<file path="src/rtl/serial_addsub_pkg.sv">
// Shared definitions for the bit-serial adder/subtractor.
// FSM state encodings and the default operand width.
package serial_addsub_pkg;

    localparam int DEFAULT_WIDTH = 8;

    localparam logic [1:0] S_IDLE = 2'd0;
    localparam logic [1:0] S_RUN  = 2'd1;
    localparam logic [1:0] S_DONE = 2'd2;

endpackage

</file>
<file path="src/rtl/serial_addsub_full_adder.sv">
// Single-bit combinational full-adder cell.
// Shared with the ripple adders in the adders library.
module full_adder (
    input  logic a,
    input  logic b,
    input  logic cin,
    output logic s,
    output logic cout
);

    assign s    = a ^ b ^ cin;
    assign cout = (a & b) | (cin & (a ^ b));

endmodule

</file>
<file path="src/rtl/serial_addsub.sv">
// Bit-serial adder/subtractor: one full-adder cell, LSB first,
// one bit per clock under a start/busy/done handshake.
module serial_addsub
    import serial_addsub_pkg::*;
#(
    parameter int WIDTH = DEFAULT_WIDTH
) (
    input  logic             clk,
    input  logic             rst,
    input  logic             start,
    input  logic             sub,
    input  logic [WIDTH-1:0] a,
    input  logic [WIDTH-1:0] b,
    output logic [WIDTH-1:0] sum,
    output logic             cout,
    output logic             ovf,
    output logic             busy,
    output logic             done
);

    localparam int CW = $clog2(WIDTH);
    localparam logic [CW-1:0] CNT_PRE  = CW'(WIDTH - 2);
    localparam logic [CW-1:0] CNT_LAST = CW'(WIDTH - 1);

    logic [1:0]       state_q, state_d;
    logic [CW-1:0]    cnt_q, cnt_d;
    logic [WIDTH-1:0] a_q, a_d;
    logic [WIDTH-1:0] b_q, b_d;
    logic [WIDTH-1:0] res_q, res_d;
    logic             carry_q, carry_d;
    logic             cmsb_q, cmsb_d;
    logic [WIDTH-1:0] sum_q, sum_d;
    logic             cout_q, cout_d;
    logic             ovf_q, ovf_d;

    logic fa_s;
    logic fa_cout;
    logic accept;

    full_adder u_fa (
        .a    (a_q[0]),
        .b    (b_q[0]),
        .cin  (carry_q),
        .s    (fa_s),
        .cout (fa_cout)
    );

    // New requests are taken only when no operation is in flight.
    assign accept = start && (state_q == S_IDLE || state_q == S_DONE);

    always_comb begin
        state_d = state_q;
        cnt_d   = cnt_q;
        a_d     = a_q;
        b_d     = b_q;
        res_d   = res_q;
        carry_d = carry_q;
        cmsb_d  = cmsb_q;
        sum_d   = sum_q;
        cout_d  = cout_q;
        ovf_d   = ovf_q;

        unique case (state_q)
            S_RUN: begin
                res_d   = {fa_s, res_q[WIDTH-1:1]};
                a_d     = {1'b0, a_q[WIDTH-1:1]};
                b_d     = {1'b0, b_q[WIDTH-1:1]};
                carry_d = fa_cout;
                cnt_d   = cnt_q + 1'b1;
                if (cnt_q == CNT_PRE) begin
                    cmsb_d = fa_cout;
                end
                if (cnt_q == CNT_LAST) begin
                    sum_d   = res_d;
                    cout_d  = fa_cout;
                    ovf_d   = cmsb_q ^ fa_cout;
                    state_d = S_DONE;
                end
            end
            S_DONE: begin
                state_d = S_IDLE;
            end
            default: begin
                state_d = S_IDLE;
            end
        endcase

        // Subtraction is a + ~b + 1, with the +1 as the initial carry.
        if (accept) begin
            a_d     = a;
            b_d     = b ^ {WIDTH{sub}};
            carry_d = sub;
            cnt_d   = '0;
            state_d = S_RUN;
        end
    end

    always_ff @(posedge clk) begin
        if (rst) begin
            state_q <= S_IDLE;
            cnt_q   <= '0;
            a_q     <= '0;
            b_q     <= '0;
            res_q   <= '0;
            carry_q <= 1'b0;
            cmsb_q  <= 1'b0;
            sum_q   <= '0;
            cout_q  <= 1'b0;
            ovf_q   <= 1'b0;
        end else begin
            state_q <= state_d;
            cnt_q   <= cnt_d;
            a_q     <= a_d;
            b_q     <= b_d;
            res_q   <= res_d;
            carry_q <= carry_d;
            cmsb_q  <= cmsb_d;
            sum_q   <= sum_d;
            cout_q  <= cout_d;
            ovf_q   <= ovf_d;
        end
    end

    assign sum  = sum_q;
    assign cout = cout_q;
    assign ovf  = ovf_q;
    assign busy = (state_q == S_RUN);
    assign done = (state_q == S_DONE);

endmodule

</file>
<file path="config.mk">
export PLATFORM = sky130hd
export DESIGN_NAME = serial_addsub
export DESIGN_NICKNAME = d
export VERILOG_FILES = /design/src/rtl/serial_addsub_pkg.sv /design/src/rtl/serial_addsub_full_adder.sv /design/src/rtl/serial_addsub.sv
export SDC_FILE = /design/constraint.sdc
export NUM_CORES = 1
export LEC_CHECK = 0
export ABC_CLOCK_PERIOD_IN_PS = 1700
export CAP_MARGIN = 20
export CORE_UTILIZATION = 45
export DETAILED_ROUTE_END_ITERATION = 16
export DONT_BUFFER_PORTS = 1
export PLACE_DENSITY = 0.64
export SLEW_MARGIN = 20
export SYNTH_ARGS = -nofsm -noshare
export SYNTH_HDL_FRONTEND = slang
export SYNTH_SLANG_ARGS = --single-unit
export TNS_END_PERCENT = 1
</file>
<file path="constraint.sdc">
create_clock -name clk -period 1.7 [get_ports clk]
set_clock_uncertainty 0.1 [all_clocks]
set_input_delay 0.425 -clock clk [delete_from_list [all_inputs] [get_ports clk]]
set_output_delay 0.425 -clock clk [all_outputs]
set_load 0.02 [all_outputs]
</file>
==> results.cfg, run 1 <==
[run_status]
outcome = completed

[drt]
viasPerCell = 5.584
vias = 1301
drtIter0Drc = 98
drt_pass1_iterations = 4
wl_um = 3136
antenna_left = 0
avgRoutedWirePerCell_um = 13.46
drc = 0

[critical_path]
cp-start-kind = register
cp-startpoint = state_q[1]$_SDFFE_PP0P_
critPathRequiredTime_ps = 1170
crit_arrival_ps = 1070
criticalPathCategory = reg -> out
r2r-start = cnt_q[0]$_SDFFE_PP0N_
critPathCaptureType = output port
worstPathMaxFanout = 28

[clock_tree]
clock-sinks = 40
cts_hold_buffers = 0
h-tree-depth = 2
clkTransAtPathRegs_ps = 80
root_buffer = clkbuf_8
clockBufferDepth = 2
cts_tree = yes
clk_latency_ps = 290
cts_buffers = 5

[timing]
finalWorstSetupSlack_ps = 107.3
fmax_mhz = 627.9
grt_setup_unrepaired = no
period_minus_slack_ps = 1593
max-slew-margin-rel = 0.7376
setup_viol = 0
period_share = 0.9369
fin_tns_setup_ps = 0
drv_slew = 0
timing.final.hold_violations = 0
worst_slew_pin_slew_ps = 392.4

[yosys]
yosysWarnings = 0
syn_avg_cell_area_um2 = 8.785
synth_edf_count = 0
yosysSeqAreaShare = 0.4798
synth_cells = 190
synth_nets = 214
synth-main-ff-cell = dfxtp_1
ys_ff_latch = 40
async_flop_share = 0
netlist_area_um2 = 1669
synth_cell_type_count = 29

[placement]
gp_congestion = 0.6962
dp.cells = 225
dpl_worst_slack_ps = 154.7
io_buffers = 0
hpwl_um = 2094

[cells_and_area]
drive_gt1_frac = 0.09091
nets = 210
final_cell_count_no_fill = 233
area_delta_synth_final_pct = 6.747
num_antenna_cells = 0

[floorplanning]
core_area_um2 = 3442
die_y_um = 62.90
ios = 32
die_w_um = 62.90
num_rows = 21
die_area_um2 = 3956
initial_core_util = 0.4849

[global_routing]
use_met3 = 0.05109
grt-ovfl-total = 0
grt_pass1_vias = 1228
grt_util_met1 = 0.2172
antenna_found_initial = 0
grt_max_degree = 41
track_usage = 0.1755
grt-busiest-layer = met2
grt_pass1_wl_um = 5499
use_met2 = 0.2836

[min_path]
hold_class = in -> reg
hp-start = rst

[power_and_ir_drop]
peakVddDrop_uv = 543.1
power.density_nw_per_um2 = 1053
p_leak_uw = 0.0006179

[flow_run]
drv_cap = 0
## final timing paths
| check | slack (ps) | depth (start not counted) | to |
|---|---|---|---|
| worst max-delay path | 110 | 2 | busy |
| worst min-delay path | 90 | 1 | sum[3]$_SDFFE_PP0P_ |
| worst max register to register | 220 | 5 | sum[7]$_SDFFE_PP0P_ |
| worst min register to register | 360 | 2 | sum[0]$_SDFFE_PP0P_ |
## worst max-delay path, stage by stage (launching register included)
cell	delay (ps)
dfxtp_1	340
nand2b_4	160
bufinv_16	270
## sequential cells by signal, summed over array words and instances (netlist names)
name / count
cnt_q: 3
state_q: 2
a_q: 8
cout: 1
cmsb_q: 1
b_q: 8
carry_q: 1
ovf: 1
res_q: 7
sum: 8
## through the flow
stage / hold WS [ps] / total power [uW] / cell area [um^2] / util
2_1_floorplan: 332.1 / 1222 / 1669 / -
3_3_place_gp: 344.5 / 1220 / 1655 / 0.4809
3_5_place_dp: 345.0 / 1229 / 1655 / 0.4809
4_1_cts: 86.16 / 1889 / 1773 / 0.5151
5_1_grt: 78.66 / 1965 / 1782 / 0.5176
6_report: 90.52 / 1876 / 1782 / 0.5176
## report_power, final
| part | internal [uW] | leakage (uW) | switching (uW) | total (uW) |
|---|---|---|---|---|
| Combinational | 97.2 | 0.000248 | 108 | 205 |
| Clock | 328 | 0.0000434 | 329 | 657 |
| Sequential | 984 | 0.000327 | 29.8 | 1010 |
| Total | 1410 | 0.000618 | 467 | 1880 |
## layer usage
metal | wire, um | part of all wire | up-vias
li1 | - | - | 648
met1 | 1439 | 0.46 | 608
met2 | 1437 | 0.46 | 37
met3 | 198 | 0.063 | 8
met4 | 61 | 0.019 | 0
met5 | 0 | 0 | -
## cells in the mapped netlist, drive strengths merged (2+ instances only)
cell | instances | area share
xnor2 | 2 | 0.010
nand2 | 36 | 0.081
mux2i | 2 | 0.012
ha | 3 | 0.022
nor2b | 2 | 0.0075
inv | 2 | 0.0090
nand3 | 4 | 0.012
dfxtp | 40 | 0.48
nand2b | 2 | 0.0075
o22ai | 11 | 0.041
a21oi | 21 | 0.063
xor2 | 8 | 0.042
buf | 11 | 0.052
nor2 | 5 | 0.011
a22oi | 3 | 0.013
nor3 | 25 | 0.075
clkbuf | 4 | 0.0090
## layout by cell type, fill, tap and decap left out
cell type    n
clkinvlp_4   2
a21oi_1     21
nand4_1      1
buf_4        4
a2111oi_2    1
ha_1         3
o22ai_1     11
nor2b_1      2
xnor2_1      2
bufinv_16    1
a22oi_1      3
clkbuf_8     6
and3b_2      1
fa_1         1
inv_1        1
nand3b_1     1
a211oi_1     1
nor3_1      25
nand2_1     36
o21ai_0      1
nor2_1       5
nand2b_4     1
o21a_1       1
mux2i_1      2
nand2b_1     1
dfxtp_1     39
a311oi_1     1
xor2_1       8
nand3_1      4
dfxtp_2      1
## cell families (layout without fill, tap and decap cells)
logic type | Yosys count | in the layout | synth area share
adder cells (fa/ha/maj) | 4 | 4 | 0.03449
multiplexers | 2 | 2 | 0.01199
AO/OA/AOI/OAI | 40 | 40 | 0.1439
XOR/XNOR | 10 | 10 | 0.05248
flip-flops | 40 | 40 | 0.4798
buffers and inverters | 17 | 14 | 0.06971
AND/OR/NAND/NOR | 77 | 77 | 0.2077
## cell type report
class	count	area, um^2
clock buffer	6	82.58
clock inverter	2	15.01
fill	334	1660
inverter	2	33.78
multi-input combinational	133	760.7
sequential	40	802.0
tap	46	57.56
timing repair buffer	4	30.03
## repair_timing
| action | 4_1_cts | 5_1_grt |
|---|---|---|
| endpoints found under the setup margin | 1 | 3 |
| buffers inserted | 0 | 0 |
| gates resized for setup | 2 | 2 |
Power figures use the tool's default switching activity.
==> run 2: changes to the inputs <==
--- a/config.mk
+++ b/config.mk
@@ -6,11 +6,12 @@
 export NUM_CORES = 1
 export LEC_CHECK = 0
 export ABC_CLOCK_PERIOD_IN_PS = 1700
-export CAP_MARGIN = 20
+export CELL_PAD_IN_SITES_DETAIL_PLACEMENT = 1
+export CELL_PAD_IN_SITES_GLOBAL_PLACEMENT = 1
 export CORE_UTILIZATION = 45
 export DETAILED_ROUTE_END_ITERATION = 16
 export DONT_BUFFER_PORTS = 1
-export PLACE_DENSITY = 0.64
+export PLACE_DENSITY = 0.8
 export SLEW_MARGIN = 20
 export SYNTH_ARGS = -nofsm -noshare
 export SYNTH_HDL_FRONTEND = slang
==> results.cfg, run 2 (synthesis results as in run 1) <==
[drt]
wl_um = 3883
viasPerCell = 5.718
antenna_left = 0
vias = 1338
avgRoutedWirePerCell_um = 16.59
drt_pass1_iterations = 4
drtIter0Drc = 41
drc = 0

[floorplanning]
ios = 32
die_area_um2 = 3956
core_area_um2 = 3442
die_w_um = 62.90
initial_core_util = 0.4849
die_y_um = 62.90
num_rows = 21

[critical_path]
r2r-start = cnt_q[0]$_SDFFE_PP0N_
critPathCaptureType = output port
path_buf_inv = 1
criticalPathCategory = reg -> out
cp-start-kind = register
crit_arrival_ps = 1080
max_stage_delay_ps = 360
crit_chain = nand2b_4, bufinv_16
critPathRequiredTime_ps = 1170
cp_top_family = flip-flops
worstPathMaxFanout = 14
crit_slowest_cell = dfxtp_1
cp-startpoint = state_q[1]$_SDFFE_PP0P_

[power_and_ir_drop]
p_leak_uw = 0.0006275
power.density_nw_per_um2 = 1038
p_total_uw = 1848
peakVddDrop_uv = 516.8

[flow_run]
drv_cap = 0

[timing]
period_share = 0.9439
finalWorstSetupSlack_ps = 95.31
setup_viol = 0
fmax_mhz = 623.2
fin_tns_setup_ps = 0
grt_setup_unrepaired = yes
worst_slew_pin_slew_ps = 480.3
drv_slew = 0
timing.final.hold_violations = 0
period_minus_slack_ps = 1605
hold_ws_ps = 90.74
max-slew-margin-rel = 0.6789

[clock_tree]
clkTransAtPathRegs_ps = 80
cts_tree = yes
cts_buffers = 5
h-tree-depth = 2
clk_latency_ps = 290
clock-sinks = 40
clockBufferDepth = 2
root_buffer = clkbuf_8
cts_hold_buffers = 0

[run_status]
outcome = completed

[cells_and_area]
mostFrequentLayoutCells = dfxtp_1, nand2_1, nor3_1, a21oi_1, o22ai_1
num_antenna_cells = 0
fin_util = 0.5173
nets = 211
drive_gt1_frac = 0.09574
area_delta_synth_final_pct = 6.672
n_fill_cell = 420
final_common_cell = dfxtp_1

[min_path]
hold_class = in -> reg
hp-start = rst

[global_routing]
grt_pass1_vias = 1434
track_usage = 0.2117
grt_pass1_wl_um = 6486
grt_max_degree = 41
grt-ovfl-total = 0
antenna_found_initial = 0

[placement]
gp_congestion = 0.7238
io_buffers = 0
dpl_worst_slack_ps = 93.29
hpwl_um = 2444
==> run 2: changes by cell type in the layout (fill, tap and decap cells not counted) <==
cell        previous run  this run
clkinv_2               0         2
clkinvlp_4             2         0
inv_6                  0         1
clkinv_4               0         1
clkbuf_8               6         5
==> run 2: cell type report <==
class | instances | area (um^2) | area share
Clock inverter | 3 | 18.77 | 0.01054
Tap cell | 46 | 57.56 | 0.03233
Timing Repair inverter | 1 | 8.758 | 0.004919
Timing Repair Buffer | 4 | 30.03 | 0.01687
Inverter | 2 | 33.78 | 0.01897
Multi-Input combinational cell | 133 | 760.7 | 0.4273
Sequential cell | 40 | 802.0 | 0.4505
Clock buffer | 5 | 68.82 | 0.03865
==> run 2: stage by stage <==
stage	cell area, um^2	cells
floorplan	1669	190
global placement	1655	225
detailed placement	1655	225
CTS	1779	234
global route	1780	234
finish	1780	234
==> run 2: worst register-to-register path, delay by kind of cell, from the launching register on <==
kind	cells	cell delay, ps
flip-flops	1	340
AND/OR/NAND/NOR	2	480
AO/OA/AOI/OAI	1	170
adder cells (fa/ha/maj)	2	410
==> run 2: routing by layer <==
metal,up-vias,track usage,wire [um]
met3,4,0.06569,208
met2,41,0.3844,2012
met5,-,0,0
li1,654,-,-
met1,639,0.2361,1628
met4,0,0.05233,34
==> run 2: timing repair <==
item / CTS / global route
cloned: 1 / 0
hold endpoints to repair: 0 / 0
setup endpoints to repair: 1 / 8
pin swaps: 0 / 5
buffers inserted: 0 / 0
resized for setup: 4 / 1
==> run 2: report_power, final <==
group	switching, uW	total [uW]	leakage (uW)	internal [uW]
Combinational	122	221	0.000253	98.5
Sequential	31.8	1020	0.000327	984
Clock	325	611	0.0000479	286
Total	480	1850	0.000627	1370
==> run 2: path summary, 6_finish.rpt <==
path                                              end  slack [ps]  cells after the start
worst max register to register    sum[1]$_SDFFE_PP0P_         110                      5
worst min-delay path              sum[6]$_SDFFE_PP0P_          90                      1
worst max-delay path                             busy         100                      2
worst min register to register  res_q[1]$_SDFFE_PP0N_         350                      2
==> run 3: changes to the inputs <==
--- a/config.mk
+++ b/config.mk
@@ -8,10 +8,9 @@
 export ABC_CLOCK_PERIOD_IN_PS = 1700
 export CELL_PAD_IN_SITES_DETAIL_PLACEMENT = 1
 export CELL_PAD_IN_SITES_GLOBAL_PLACEMENT = 1
-export CORE_UTILIZATION = 45
+export CORE_UTILIZATION = 38
 export DETAILED_ROUTE_END_ITERATION = 16
-export DONT_BUFFER_PORTS = 1
-export PLACE_DENSITY = 0.8
+export PLACE_DENSITY = 0.82
 export SLEW_MARGIN = 20
 export SYNTH_ARGS = -nofsm -noshare
 export SYNTH_HDL_FRONTEND = slang
==> results.cfg, run 3 (synthesis results as in run 1) <==
[cells_and_area]
num_antenna_cells = 0
area_delta_synth_final_pct = 29.01
final_common_cell = dfxtp_1
mostFrequentLayoutCells = dfxtp_1, nand2_1, nor3_1, a21oi_1, clkdlybuf4s50_1
fin_util = 0.5233
fin_area_um2 = 2153
final_cell_count_no_fill = 276
drive_gt1_frac = 0.1106
nets = 249

[critical_path]
criticalPathCategory = reg -> out
cp-start-kind = register
max_stage_delay_ps = 320
ff2ff_setup_slack_ps = 180
worstPathMaxFanout = 2
crit_arrival_ps = 1050
path_buf_inv = 2
crit_chain = nand2b_2, inv_8, buf_2
crit_slowest_cell = dfxtp_1
rr_worst_depth = 5
critical_path_depth = 3
cp_top_family = flip-flops
critPathRequiredTime_ps = 1170
critPathCaptureType = output port

[clock_tree]
clkTransAtPathRegs_ps = 80
clock-sinks = 40
cts_tree = yes
cts_buffers = 5
clockBufferDepth = 2
h-tree-depth = 2
clk_latency_ps = 300
postCtsSetupRepairBufs = 0
root_buffer = clkbuf_8
cts_hold_buffers = 0

[drt]
drc = 0
vias = 1451
viasPerCell = 5.257
route.met2.wl_um = 1953
wl_um = 3854
dr_wl_met3_um = 132
top_layer = met4
drt_pass1_iterations = 4
avgRoutedWirePerCell_um = 13.96
drtIter0Drc = 92
wl_met1_um = 1699
antenna_left = 0

[timing]
setup_viol = 0
timing.final.hold_violations = 0
max-slew-margin-rel = 0.7280
hold_ws_ps = 353.2
grt_setup_unrepaired = no
drv_slew = 0
period_minus_slack_ps = 1577
worst_slew_pin_slew_ps = 406.7
period_share = 0.9277
fmax_mhz = 634.1

[global_routing]
antenna_found_initial = 0
grt-ovfl-total = 0
grt_max_degree = 41
grt_pass1_vias = 1474
grt_pass1_wl_um = 6520
track_usage = 0.1960

[placement]
gp_congestion = 0.6785
place_area_um2 = 2081
io_buffers = 31
dp.cells = 268
hpwl_um = 2665

[floorplanning]
die_w_um = 68.28
die_y_um = 68.28
ios = 32
initial_core_util = 0.4056
die_area_um2 = 4661
num_rows = 23
core_area_um2 = 4115

[min_path]
hold_path_depth = 2
hold_class = reg -> reg

[run_status]
outcome = completed

[power_and_ir_drop]
power.density_nw_per_um2 = 916.4
peakVddDrop_uv = 517.7
p_leak_uw = 0.0008431
p_total_uw = 1973

[flow_run]
drv_cap = 0
==> run 3: cell count changes in the layout (fill, tap and decap cells not counted), moves of 4 or more <==
cell             change
buf_12               +4
buf_4                +4
clkdlybuf4s50_1     +19
dlygate4sd2_1       +10
==> run 3: tightest hold or removal path, cell delays in order (launching register included) <==
cell and delay, ps:
dfxtp_1 310, nand2_1 50, a21oi_1 50
==> run 3: area by class of cell <==
type,instances,area [um^2]
timing repair buffer,43,427.9
sequential,40,800.8
clock inverter,2,10.01
tap,50,62.56
inverter,2,15.01
fill,494,1962
clock buffer,6,82.58
multi-input combinational,133,754.5
==> run 3: where the power goes <==
group / switching (uW) / internal (uW)
registers: 29.3 / 984
logic: 150 / 150
clock network: 336 / 324
total: 515 / 1460
==> run 3: metrics by stage <==
step | setup TNS [ps] | setup WS [ps]
floorplan | 0 | 327.5
global placement | -2.142 | -2.142
detailed placement | -751.7 | -94.73
CTS | 0 | 11.55
global route | 0 | 51.45
finish | 0 | 122.9
==> run 3: per-layer routing <==
metal  up-vias  track usage
li1        726            -
met1       686       0.2127
met2        33       0.3505
met3         6      0.05500
met4         0      0.08594
met5         -            0
==> run 3: worst paths after layout <==
path                         end                     from
max reg2reg  sum[0]$_SDFFE_PP0P_    cnt_q[0]$_SDFFE_PP0N_
min reg2reg  sum[3]$_SDFFE_PP0P_      sum[3]$_SDFFE_PP0P_
max                         busy  state_q[1]$_SDFFE_PP0P_
min          sum[3]$_SDFFE_PP0P_      sum[3]$_SDFFE_PP0P_
==> run 3: timing repair <==
action	in CTS	in global routing
resized for setup	15	3
hold endpoints to repair	0	0
setup endpoints to repair	12	2
